$ cat src/rtl/fsm_share_ctrl_amisha.sv
// Round-robin arbiter driving a shared a/b FSM on behalf of four requesters.
// Each grant runs a short (s0->s2->s0) or long (s0->s1->s0) a/b sequence and checks the y responses.
module fsm_share_ctrl_amisha #(
  parameter int DWELL_W = 4
) (
  input  logic                   clk_amisha,
  input  logic                   reset_amisha,
  input  logic [3:0]             req_amisha,
  input  logic [3:0]             mode_amisha,
  input  logic [4*DWELL_W-1:0]   dwell_amisha,
  output logic [3:0]             gnt_amisha,
  output logic [3:0]             done_amisha,
  output logic                   a_out_amisha,
  output logic                   b_out_amisha,
  input  logic                   y0_in_amisha,
  input  logic                   y1_in_amisha,
  output logic                   busy_amisha,
  output logic                   err_amisha
);

  typedef enum logic [2:0] {
    IDLE        = 3'd0,
    SHORT_ISSUE = 3'd1,
    SHORT_RECOV = 3'd2,
    LONG_ENTER  = 3'd3,
    LONG_DWELL  = 3'd4,
    LONG_EXIT   = 3'd5,
    DONE        = 3'd6
  } state_e;

  state_e               state_q, state_d;
  logic [1:0]           ptr_q, ptr_d;
  logic [3:0]           gnt_q, gnt_d;
  logic [DWELL_W-1:0]   cnt_q, cnt_d;
  logic                 err_q, err_d;
  logic                 mode_q, mode_d;
  logic [DWELL_W-1:0]   dwell_q, dwell_d;
  logic [1:0]           win;
  logic                 grant;

  // First requesting index found scanning upward from ptr+1, wrapping mod 4.
  function automatic logic [1:0] rr_pick(input logic [3:0] req, input logic [1:0] ptr);
    logic [1:0] idx;
    logic [1:0] sel;
    logic       found;
    sel   = ptr;
    found = 1'b0;
    for (int k = 1; k <= 4; k++) begin
      idx = ptr + 2'(k);
      if (!found && req[idx]) begin
        sel   = idx;
        found = 1'b1;
      end
    end
    return sel;
  endfunction

  assign win   = rr_pick(req_amisha, ptr_q);
  assign grant = (state_q == IDLE) && (|req_amisha);

  always_ff @(posedge clk_amisha or posedge reset_amisha) begin
    if (reset_amisha) state_q <= IDLE;
    else              state_q <= state_d;
  end

  always_comb begin
    state_d = IDLE;
    case (state_q)
      IDLE:        state_d = grant ? (mode_amisha[win] ? LONG_ENTER : SHORT_ISSUE) : IDLE;
      SHORT_ISSUE: state_d = SHORT_RECOV;
      SHORT_RECOV: state_d = DONE;
      LONG_ENTER:  state_d = (dwell_q == '0) ? LONG_EXIT : LONG_DWELL;
      LONG_DWELL:  state_d = (cnt_q == DWELL_W'(1)) ? LONG_EXIT : LONG_DWELL;
      LONG_EXIT:   state_d = DONE;
      DONE:        state_d = IDLE;
      default:     state_d = IDLE;
    endcase
  end

  always_comb begin
    a_out_amisha = 1'b0;
    b_out_amisha = 1'b0;
    done_amisha  = 4'b0000;
    case (state_q)
      SHORT_ISSUE: begin
        a_out_amisha = 1'b1;
        b_out_amisha = 1'b1;
      end
      LONG_ENTER, LONG_EXIT: a_out_amisha = 1'b1;
      DONE:                  done_amisha  = gnt_q;
      default: ;
    endcase
  end

  assign busy_amisha = (state_q != IDLE);
  assign gnt_amisha  = gnt_q;
  assign err_amisha  = err_q;

  // Grant, counter and error bookkeeping alongside the state walk.
  always_comb begin
    ptr_d   = ptr_q;
    gnt_d   = gnt_q;
    cnt_d   = cnt_q;
    mode_d  = mode_q;
    dwell_d = dwell_q;
    err_d   = err_q;
    case (state_q)
      IDLE: begin
        if (grant) begin
          ptr_d   = win;
          gnt_d   = 4'b0001 << win;
          mode_d  = mode_amisha[win];
          dwell_d = dwell_amisha[int'(win)*DWELL_W +: DWELL_W];
        end
      end
      SHORT_ISSUE: if (!y0_in_amisha) err_d = 1'b1;
      SHORT_RECOV: if (y1_in_amisha)  err_d = 1'b1;
      LONG_ENTER:  cnt_d = dwell_q;
      LONG_DWELL: begin
        cnt_d = cnt_q - DWELL_W'(1);
        if (!y1_in_amisha) err_d = 1'b1;
      end
      LONG_EXIT:   if (!y1_in_amisha) err_d = 1'b1;
      DONE:        gnt_d = 4'b0000;
      default:     gnt_d = 4'b0000;
    endcase
  end

  always_ff @(posedge clk_amisha or posedge reset_amisha) begin
    if (reset_amisha) begin
      ptr_q <= 2'd3;
      gnt_q <= 4'b0000;
      cnt_q <= '0;
      err_q <= 1'b0;
    end else begin
      ptr_q <= ptr_d;
      gnt_q <= gnt_d;
      cnt_q <= cnt_d;
      err_q <= err_d;
    end
  end

  // The latched op parameters are only read after a grant has loaded them.
  always_ff @(posedge clk_amisha) begin
    mode_q  <= mode_d;
    dwell_q <= dwell_d;
  end

endmodule

$ cat config.mk
export PLATFORM = sky130hd
export DESIGN_NAME = fsm_share_ctrl_amisha
export DESIGN_NICKNAME = d
export VERILOG_FILES = /design/src/rtl/fsm_share_ctrl_amisha.sv
export SDC_FILE = /design/constraint.sdc
export NUM_CORES = 1
export LEC_CHECK = 0
export CAP_MARGIN = 15
export CORE_UTILIZATION = 48
export CTS_CLUSTER_DIAMETER = 100
export DETAILED_ROUTE_END_ITERATION = 16
export MAX_ROUTING_LAYER = met4
export PLACE_DENSITY_LB_ADDON = 0.3
export SLEW_MARGIN = 40
export SYNTH_ARGS = -nofsm -noshare
export SYNTH_HDL_FRONTEND = slang
export SYNTH_SLANG_ARGS = --single-unit
$ cat constraint.sdc
create_clock -name clk_amisha -period 5.38 [get_ports clk_amisha]
set_clock_uncertainty 0.15 [all_clocks]
set_input_delay 1.076 -clock clk_amisha [delete_from_list [all_inputs] [get_ports clk_amisha]]
set_output_delay 1.076 -clock clk_amisha [all_outputs]
set_load 0.02 [all_outputs]
==> run metrics, run 1 <==
status=complete, no violations; CP startpoint kind=flop; CTS Sinks=18; GR Overflow Total=0; num rows=17; Worst slew margin=between 60% and 70%; Syn Nets=roughly 140; min setup slack post-route=between 1500 and 2000 ps; Max Cap Violations=0; die width=roughly 51 um; # fillers=around 180; P&R area growth vs syn=38.76%; final hold violation count=0; PwrDens=483.7 mW/mm2; post-synth cell types=34; register area share after synthesis=approximately 41%; IO Count=40; Yosys warning total=0; Initial Util=around half; die area=0.002600 mm2; Post-Place Setup Slack=1932 ps; syn avg cell area=between 10 and 15 um2; vias in the first global route=~1000; Post-DP HPWL=2255 um; wire length per cell=between 15 and 20 um; floorplan die height=51.00 um; hold crit path type=reg2reg; dominant synthesized flop cell=dfrtp_1; worst skew pair latency=around 290 ps; leakage=a little under 0.7 nW; Mapped Cells=between 100 and 150; via count=around 1000; post-CTS setup buffer count=0; EDFF count, synth=4; minimum clock period after layout=3465 ps; RSZ-0062 raised after global routing=no; first-pass GRT wire length=between 4000 and 5000 um; DR iter-0 viols=17; # port buffers=39; CTS buffer count=3; CTS clk-pin slew, worst paths=110 ps; CTS tree=yes; Synth async-reset ratio=slightly below 80%; Slowest-stage cell, CP=dfrtp_1; Core Area=0.002233 mm2; CP max stage delay=680 ps; clk buf depth=2; mapped cell area=around 0.0012 mm2; Max Slew Vio Count=0; ANT cells=0; cts repair resizes=0; worst-case vdd ir drop=roughly 280 uV; critical-path cell list=nor2b_1, and3_1, clkdlybuf4s50_1; H-tree levels=1; Via-to-Cell Ratio=roughly 5.7; crit-path max FO=17; Final setup viols=0; critical path type=reg2out; Worst-Margin Slew=about 570 ps; CTS Root Cell=clkbuf_4; iteration count of the initial detailed-routing pass=4; initial antenna violation count=0; layout cells sized above 1=under 10%; fin crit share=between 60 and 70%; Critical Path AT=2240 ps; GR Util All Layers=a little over a quarter; Seq cells post-synth=18; fmax=288.6 MHz; CTS hold repair buffers=0; Crit path required time=between 4000 and 5000 ps; Final Wtd Congestion=0.7571; Final Net Count=184; Final TNS setup=0 ps; WL final=2963 um; CP endpoint kind=primary output; antenna-violating nets left=0; largest net degree at the start of global routing=21; DRC=0
[cells in the mapped netlist (5+ instances only)]
cell	number	area, um2
dfrtp_1	12	300.3
nor2_1	6	22.52
nand2b_1	5	31.28
o21ai_0	6	30.03
nand2_1	12	45.04
a21oi_1	8	40.04
inv_1	8	30.03
and3_1	6	37.54
[layout make-up]
class                           count  area (um2)  share of cell area, %
Multi-Input combinational cell     84       634.4                  39.67
Inverter                            8       30.03                  1.878
Tap cell                           28       35.03                  2.191
Timing Repair Buffer               39       390.4                  24.41
Clock buffer                        4       36.28                  2.269
Sequential cell                    18       473.0                  29.58
[path summary, 6_finish.rpt]
kind / start / end / slack (ps) / depth (start not counted)
max: state_q[2] / done_amisha[1] / 1920 / 3
min: err_amisha / err_amisha / 350 / 2
max reg2reg: ptr_q[0] / dwell_q[3] / 2990 / 4
min reg2reg: err_amisha / err_amisha / 350 / 2
max in group asynchronous: reset_amisha / ptr_q[1] / 3730 / 2
min in group asynchronous: reset_amisha / cnt_q[2] / 980 / 2
[metrics by stage]
step / std cells / instance area [um2] / power (mW) / hold WS, ps / utilization (%)
finish: 181 / 1599 / 0.7735 / 353.6 / 71.60
global route: 181 / 1599 / 0.8287 / 381.7 / 71.60
CTS: 181 / 1599 / 0.7721 / 353.0 / 71.60
detailed placement: 177 / 1563 / 0.6821 / 328.4 / 69.97
global placement: 177 / 1563 / 0.6611 / 310.3 / 69.97
floorplan: 114 / 1152 / 0.5585 / 333.9 / -
[where the power goes]
group / internal [mW] / switching [mW] / leakage (nW)
logic: 0.197 / 0.197 / 0.451
clock network: 0.0413 / 0.0438 / 0.0210
registers: 0.210 / 0.0849 / 0.205
[state kept, by name, summed over array words and instances (netlist names)]
name        flops
err_amisha      1
dwell_q         4
gnt_amisha      4
state_q         3
cnt_q           4
ptr_q           2
[layout by cell type, fill, tap and decap left out]
| cell | instances |
|---|---|
| nand3_1 | 2 |
| a211o_1 | 1 |
| xor2_1 | 2 |
| a221oi_4 | 1 |
| o211ai_1 | 1 |
| o22ai_1 | 1 |
| dfrtp_1 | 12 |
| nor4_1 | 1 |
| nand2_1 | 12 |
| clkbuf_4 | 3 |
| mux4_1 | 4 |
| o31ai_1 | 1 |
| and2_1 | 1 |
| edfxtp_1 | 4 |
| a21oi_1 | 8 |
| o21a_2 | 1 |
| inv_1 | 8 |
| mux2_2 | 4 |
| ha_1 | 2 |
| a32o_1 | 4 |
| nor3_1 | 2 |
| a22oi_1 | 2 |
| a21o_1 | 1 |
| nor2_1 | 6 |
| nand2b_1 | 5 |
| o22a_1 | 1 |
| clkbuf_8 | 1 |
| nor2b_1 | 4 |
| a22o_1 | 2 |
| dfstp_2 | 2 |
| and3_1 | 6 |
| nand3b_1 | 1 |
| o21ai_0 | 6 |
| o21ai_1 | 1 |
| clkdlybuf4s50_1 | 39 |
| or4_4 | 1 |
[cells by family after synthesis]
kind of cell	synth area share, %
buffers and inverters	3.909
flip-flops	41.04
XOR/XNOR	1.520
adder cells (fa/ha/maj)	2.171
AND/OR/NAND/NOR	18.46
AO/OA/AOI/OAI	19.87
multiplexers	13.03
[routing by layer]
layer / part of all wire, % / vias up / track usage [%]
li1: - / 501 / -
met1: 41 / 497 / 30.77
met2: 55 / 25 / 47.81
met3: 2.8 / 6 / 4.167
met4: 1.5 / 0 / 9.259
met5: 0 / - / -
[worst max-delay path: cells and delay by family, from the launching register on]
family / cells / cell delay [ps]
buffers and inverters: 1 / 630
AND/OR/NAND/NOR: 2 / 630
flip-flops: 1 / 680
Power figures use the tool's default switching activity.
==> run 2: changes to the inputs <==
- CORE_UTILIZATION: 48 -> 40
- clock period: 5.38 -> 2.9 ns (I/O delays scaled with it)
==> run metrics, run 2 (synthesis gave the netlist of run 1 again) <==
GR Util All Layers=18.43% (was 26.96%); minimum clock period after layout=~2700 ps; reg-to-reg slack, setup=590 ps (was 2990 ps); most frequent cells in the layout=39 x clkdlybuf4s50_1, 12 x nand2_1, 11 x dfrtp_1, 8 x inv_1, 8 x a21oi_1 (was 39 x clkdlybuf4s50_1, 12 x nand2_1, 12 x dfrtp_1, 8 x inv_1, 8 x a21oi_1); hold path start=err_amisha (unchanged); critical path type=reg2out (unchanged); DR iter-0 viols=21 (was 17); Post-DP HPWL=2036 um (was 2255 um); Pwr Total=1.408 mW (was 773.5 uW); antenna-violating nets left=0 (unchanged); Critical Path AT=1980 ps (was 2240 ps); Slowest-stage cell, CP=dfrtp_1 (unchanged); num rows=19 (was 17); die area=0.003100 mm2 (was 0.002600 mm2); leakage=0.6793 nW (was 0.6767 nW); Core Area=0.002734 mm2 (was 0.002233 mm2); Final TNS setup=0 ps (unchanged); CTS hold repair buffers=0 (unchanged); CTS tree=yes (unchanged); Via-to-Cell Ratio=5.462 (was 5.685); layout cells sized above 1=9.677% (was 8.497%); ANT cells=0 (unchanged); vias in the first global route=1011 (was 1048); CP endpoint kind=primary output (unchanged); crit-path leading delay family=buffers and inverters (was flip-flops); CTS clk-pin slew, worst paths=110 ps (about the same); critical-path cell list=nor3_1, inv_1, clkdlybuf4s50_1 (was nor2b_1, and3_1, clkdlybuf4s50_1); worst r2r path cells=6 (was 4); Crit Reg-Reg Endpoint=state_q[1] (was dwell_q[3]); fin crit share=between 90 and 100%; area post-placement=0.001582 mm2 (was 0.001563 mm2); Final Net Count=186 (was 184); WP buf/inv=2 (was 1); CP startpoint kind=flop (unchanged); iteration count of the initial detailed-routing pass=4 (unchanged); fmax=between 300 and 400 MHz; final instance area=0.001609 mm2 (was 0.001599 mm2); P&R area growth vs syn=39.63% (was 38.76%); CP max stage delay=590 ps (was 680 ps); DRC=0 (unchanged); hold depth=2 (unchanged); PwrDens=875.3 mW/mm2 (was 483.7 mW/mm2); die width=55.68 um (was 51.00 um); worst-case vdd ir drop=651.5 uV (was 277.8 uV); RSZ-0062 raised after global routing=no (unchanged); Crit path required time=2170 ps (was 4150 ps); hold crit path type=reg2reg (unchanged); via count=1016 (was 1029); Initial Util=42.15% (was 51.60%); Final setup viols=0 (unchanged); status=complete, no violations (unchanged); commonest non-fill, non-tap cell in the layout=clkdlybuf4s50_1 (unchanged); IO Count=40 (unchanged); GR Overflow Total=0 (unchanged); worst skew pair latency=310 ps (was 290 ps); clk buf depth=2 (unchanged); Max Cap Violations=0 (unchanged); CTS buffer count=3 (unchanged); Max Slew Vio Count=0 (unchanged); Hold Path Sink=err_amisha (unchanged); floorplan die height=55.68 um (was 51.00 um); WL final=2585 um (was 2963 um); post-CTS setup buffer count=0 (unchanged); initial antenna violation count=0 (unchanged); first-pass GRT wire length=4381 um (was 4981 um); Worst-Margin Slew=541.0 ps (was 567.2 ps); final hold violation count=0 (unchanged); Worst slew margin=63.93% (was 62.14%); crit-path max FO=20 (was 17); CTS Root Cell=clkbuf_4 (unchanged); H-tree levels=1 (unchanged); largest net degree at the start of global routing=21 (unchanged); # port buffers=39 (unchanged); Final Wtd Congestion=0.7922 (was 0.7571); wire length per cell=13.90 um (was 16.37 um); CTS Sinks=18 (unchanged); FF-to-FF Start=ptr_q[0] (unchanged)
## run 2: changes by cell type in the layout (fill, tap and decap cells not counted), sizes merged
cell and delta:
clkinv +1, clkbuf -1, buf +2
## run 2: how the worst max path moves through the flow
stage                  start              to  slack (ps)  depth (start not counted)
2_1_floorplan  req_amisha[1]      dwell_q[0]         610                          4
3_3_place_gp   req_amisha[1]      state_q[1]         110                          7
3_5_place_dp   req_amisha[1]      state_q[1]          70                          7
4_1_cts           state_q[2]  done_amisha[0]          50                          3
5_1_grt           state_q[1]     busy_amisha          70                          3
6_report          state_q[1]     busy_amisha         190                          3
## run 2: cell type report
type                    instances  area, um2
clock buffers                   3      22.52
clock inverters                 1      3.754
fillers                       228       1125
inverters                       8      30.03
multi-input cells              84      634.4
flip-flops and latches         18      474.2
well taps                      31      38.79
repair buffers                 41      405.4
## run 2: worst register-to-register path: stages, from the launching register on
cell	delay [ps]
dfstp_2	600
nand2b_1	140
o21ai_1	110
a221oi_4	370
buf_4	210
mux2_2	330
a211o_1	290
## run 2: what timing repair did
action,CTS,global route
resized for setup,0,1
endpoints found under the hold margin,0,0
setup endpoints to repair,0,4
## run 2: report_power, final
group / switching (mW) / total [mW] / internal (mW)
combinational: 0.347 / 0.730 / 0.384
sequential: 0.153 / 0.543 / 0.391
clock: 0.0845 / 0.135 / 0.0503
total: 0.584 / 1.41 / 0.825
## run 2: routing by layer
metal	part of all wire [%]	up-vias	GRT usage, %
met3	3.8	5	4.884
li1	-	508	-
met4	1.7	0	5.714
met2	51	27	30.98
met5	0	-	-
met1	44	476	21.60
## run 2: metrics by stage
step                      setup WS (ps)  instances  hold slack (ps)  util, %
after floorplan                   610.3        114            317.8        -
after CTS                         49.34        186            356.9    58.81
after detailed placement          69.15        182            330.7    57.85
final                             189.3        186            355.1    58.86
after global placement            114.6        182            310.3    57.85
after global routing              68.15        186            400.8    58.86
==> run 3: changes to the inputs <==
- CORE_UTILIZATION: 40 -> 35
==> run metrics, run 3 (synthesis gave the netlist of run 1 again) <==
clk buf depth=2 (unchanged); ANT cells=0 (unchanged); Initial Util=37.44% (was 42.15%); WL final=2747 um (was 2585 um); Final Wtd Congestion=0.7683 (was 0.7922); final cell count without fillers=201 (was 186); crit-path leading delay family=flip-flops (was buffers and inverters); leakage=0.6898 nW (was 0.6793 nW); critical path type=reg2out (unchanged); CP max stage delay=720 ps (was 590 ps); net load switching power=586.2 uW (was 583.7 uW); hold crit path type=reg2reg (unchanged); vias in the first global route=1019 (was 1011); Reg power frac=35.7% (was 38.6%); P&R area growth vs syn=42.24% (was 39.63%); antenna-violating nets left=0 (unchanged); CTS tree=yes (unchanged); dpl cells=197 (was 182); status=complete, no violations (unchanged); CTS clk-pin slew, worst paths=100 ps (was 110 ps); Max Cap Violations=0 (unchanged); cts repair resizes=0 (unchanged); initial antenna violation count=0 (unchanged); area post-placement=0.001613 mm2 (was 0.001582 mm2); Util after Layout=53.25% (was 58.86%); Final setup viols=0 (unchanged); internal power=842.6 uW (was 824.6 uW); PwrDens=871.7 mW/mm2 (was 875.3 mW/mm2); Worst-Margin Slew=572.5 ps (was 541.0 ps); Final Net Count=188 (was 186); GR Overflow Total=0 (unchanged); CTS buffer count=3 (unchanged); num rows=20 (was 19); fin crit share=92.78% (was 93.47%); final instance area=0.001639 mm2 (was 0.001609 mm2); via count=1032 (was 1016); die area=0.003526 mm2 (was 0.003100 mm2); fmax=371.7 MHz (was 368.9 MHz); Crit path required time=2170 ps (about the same); # port buffers=39 (unchanged); Slowest-stage cell, CP=dfrtp_1 (unchanged); RSZ-0062 raised after global routing=no (unchanged); final hold violation count=0 (unchanged); CTS Root Cell=clkbuf_4 (unchanged); IO Count=40 (unchanged); worst skew pair latency=290 ps (was 310 ps); Via-to-Cell Ratio=5.134 (was 5.462); post-CTS setup buffer count=0 (unchanged); DRC=0 (unchanged); Max Slew Vio Count=0 (unchanged); clock power share=9.0% (was 9.6%); GR Util All Layers=17.48% (was 18.43%); layout cells sized above 1=10.19% (was 9.677%); critical-path cell list=nand2_1, and2_1, clkdlybuf4s50_1 (was nor3_1, inv_1, clkdlybuf4s50_1); combinational group share of total power=55.3% (was 51.9%); iteration count of the initial detailed-routing pass=4 (unchanged); crit-path max FO=20 (unchanged); Worst slew margin=61.83% (was 63.93%); wire length per cell=13.67 um (was 13.90 um); switching share of power=41.03% (was 41.45%); Final TNS setup=0 ps (unchanged); most frequent cells in the layout=39 x clkdlybuf4s50_1, 12 x nand2_1, 12 x dfrtp_1, 8 x inv_1, 8 x a21oi_1 (was 39 x clkdlybuf4s50_1, 12 x nand2_1, 11 x dfrtp_1, 8 x inv_1, 8 x a21oi_1); worst-case vdd ir drop=461.8 uV (was 651.5 uV); WP buf/inv=1 (was 2); CTS Sinks=18 (unchanged); first-pass GRT wire length=4450 um (was 4381 um); Post-DP HPWL=2204 um (was 2036 um); commonest non-fill, non-tap cell in the layout=clkdlybuf4s50_1 (unchanged); Core Area=0.003078 mm2 (was 0.002734 mm2); DR iter-0 viols=33 (was 21); die width=59.38 um (was 55.68 um); Critical Path AT=1960 ps (was 1980 ps); H-tree levels=1 (unchanged); CTS hold repair buffers=0 (unchanged); CP endpoint kind=primary output (unchanged); minimum clock period after layout=2691 ps (was 2711 ps); floorplan die height=59.38 um (was 55.68 um); largest net degree at the start of global routing=21 (unchanged); CP startpoint kind=flop (unchanged)
run 3: worst register-to-register path, stage by stage, from the launching register on:
cell      delay (ps)
dfstp_2          590
nand2b_1         150
o21ai_1          100
a221oi_4         470
mux4_1           620
run 3: final cells by class:
| class | count | area, um2 |
|---|---|---|
| multi-input cells | 84 | 634.4 |
| inverters | 8 | 30.03 |
| repair buffers | 43 | 420.4 |
| flip-flops and latches | 18 | 473.0 |
| well taps | 44 | 55.05 |
| fillers | 288 | 1439 |
| clock buffers | 4 | 26.28 |
run 3: power groups by stage:
stage                     clock network, mW  logic [mW]  registers [mW]
after floorplan                           0       0.555           0.481
after global placement                    0       0.769           0.511
after detailed placement                  0       0.791           0.515
after CTS                             0.133       0.796           0.510
after global routing                  0.145       0.869           0.528
final                                 0.129       0.790           0.510
run 3: path summary, 6_finish.rpt:
kind	from	to	slack, ps	cells after the start
setup / recovery	state_q[1]	a_out_amisha	210	3
hold / removal	err_amisha	err_amisha	360	2
setup reg to reg	ptr_q[0]	dwell_q[1]	570	4
hold reg to reg	err_amisha	err_amisha	360	2
max in group asynchronous	reset_amisha	ptr_q[0]	1750	2
min in group asynchronous	reset_amisha	cnt_q[3]	470	2
run 3: metrics by stage:
step / setup WS [ps] / total power [mW] / hold WS (ps)
3_5_place_dp: 16.82 / 1.307 / 335.4
4_1_cts: 182.2 / 1.440 / 358.5
2_1_floorplan: 610.3 / 1.036 / 317.8
3_3_place_gp: 93.52 / 1.280 / 313.1
5_1_grt: 48.35 / 1.542 / 372.5
6_report: 209.5 / 1.429 / 362.0
run 3: per-layer routing:
layer	GRT usage, %	share of wire, %
met1	21.69	46
met5	-	0
met4	2.721	0.55
met2	29.70	51
met3	3.712	2.1
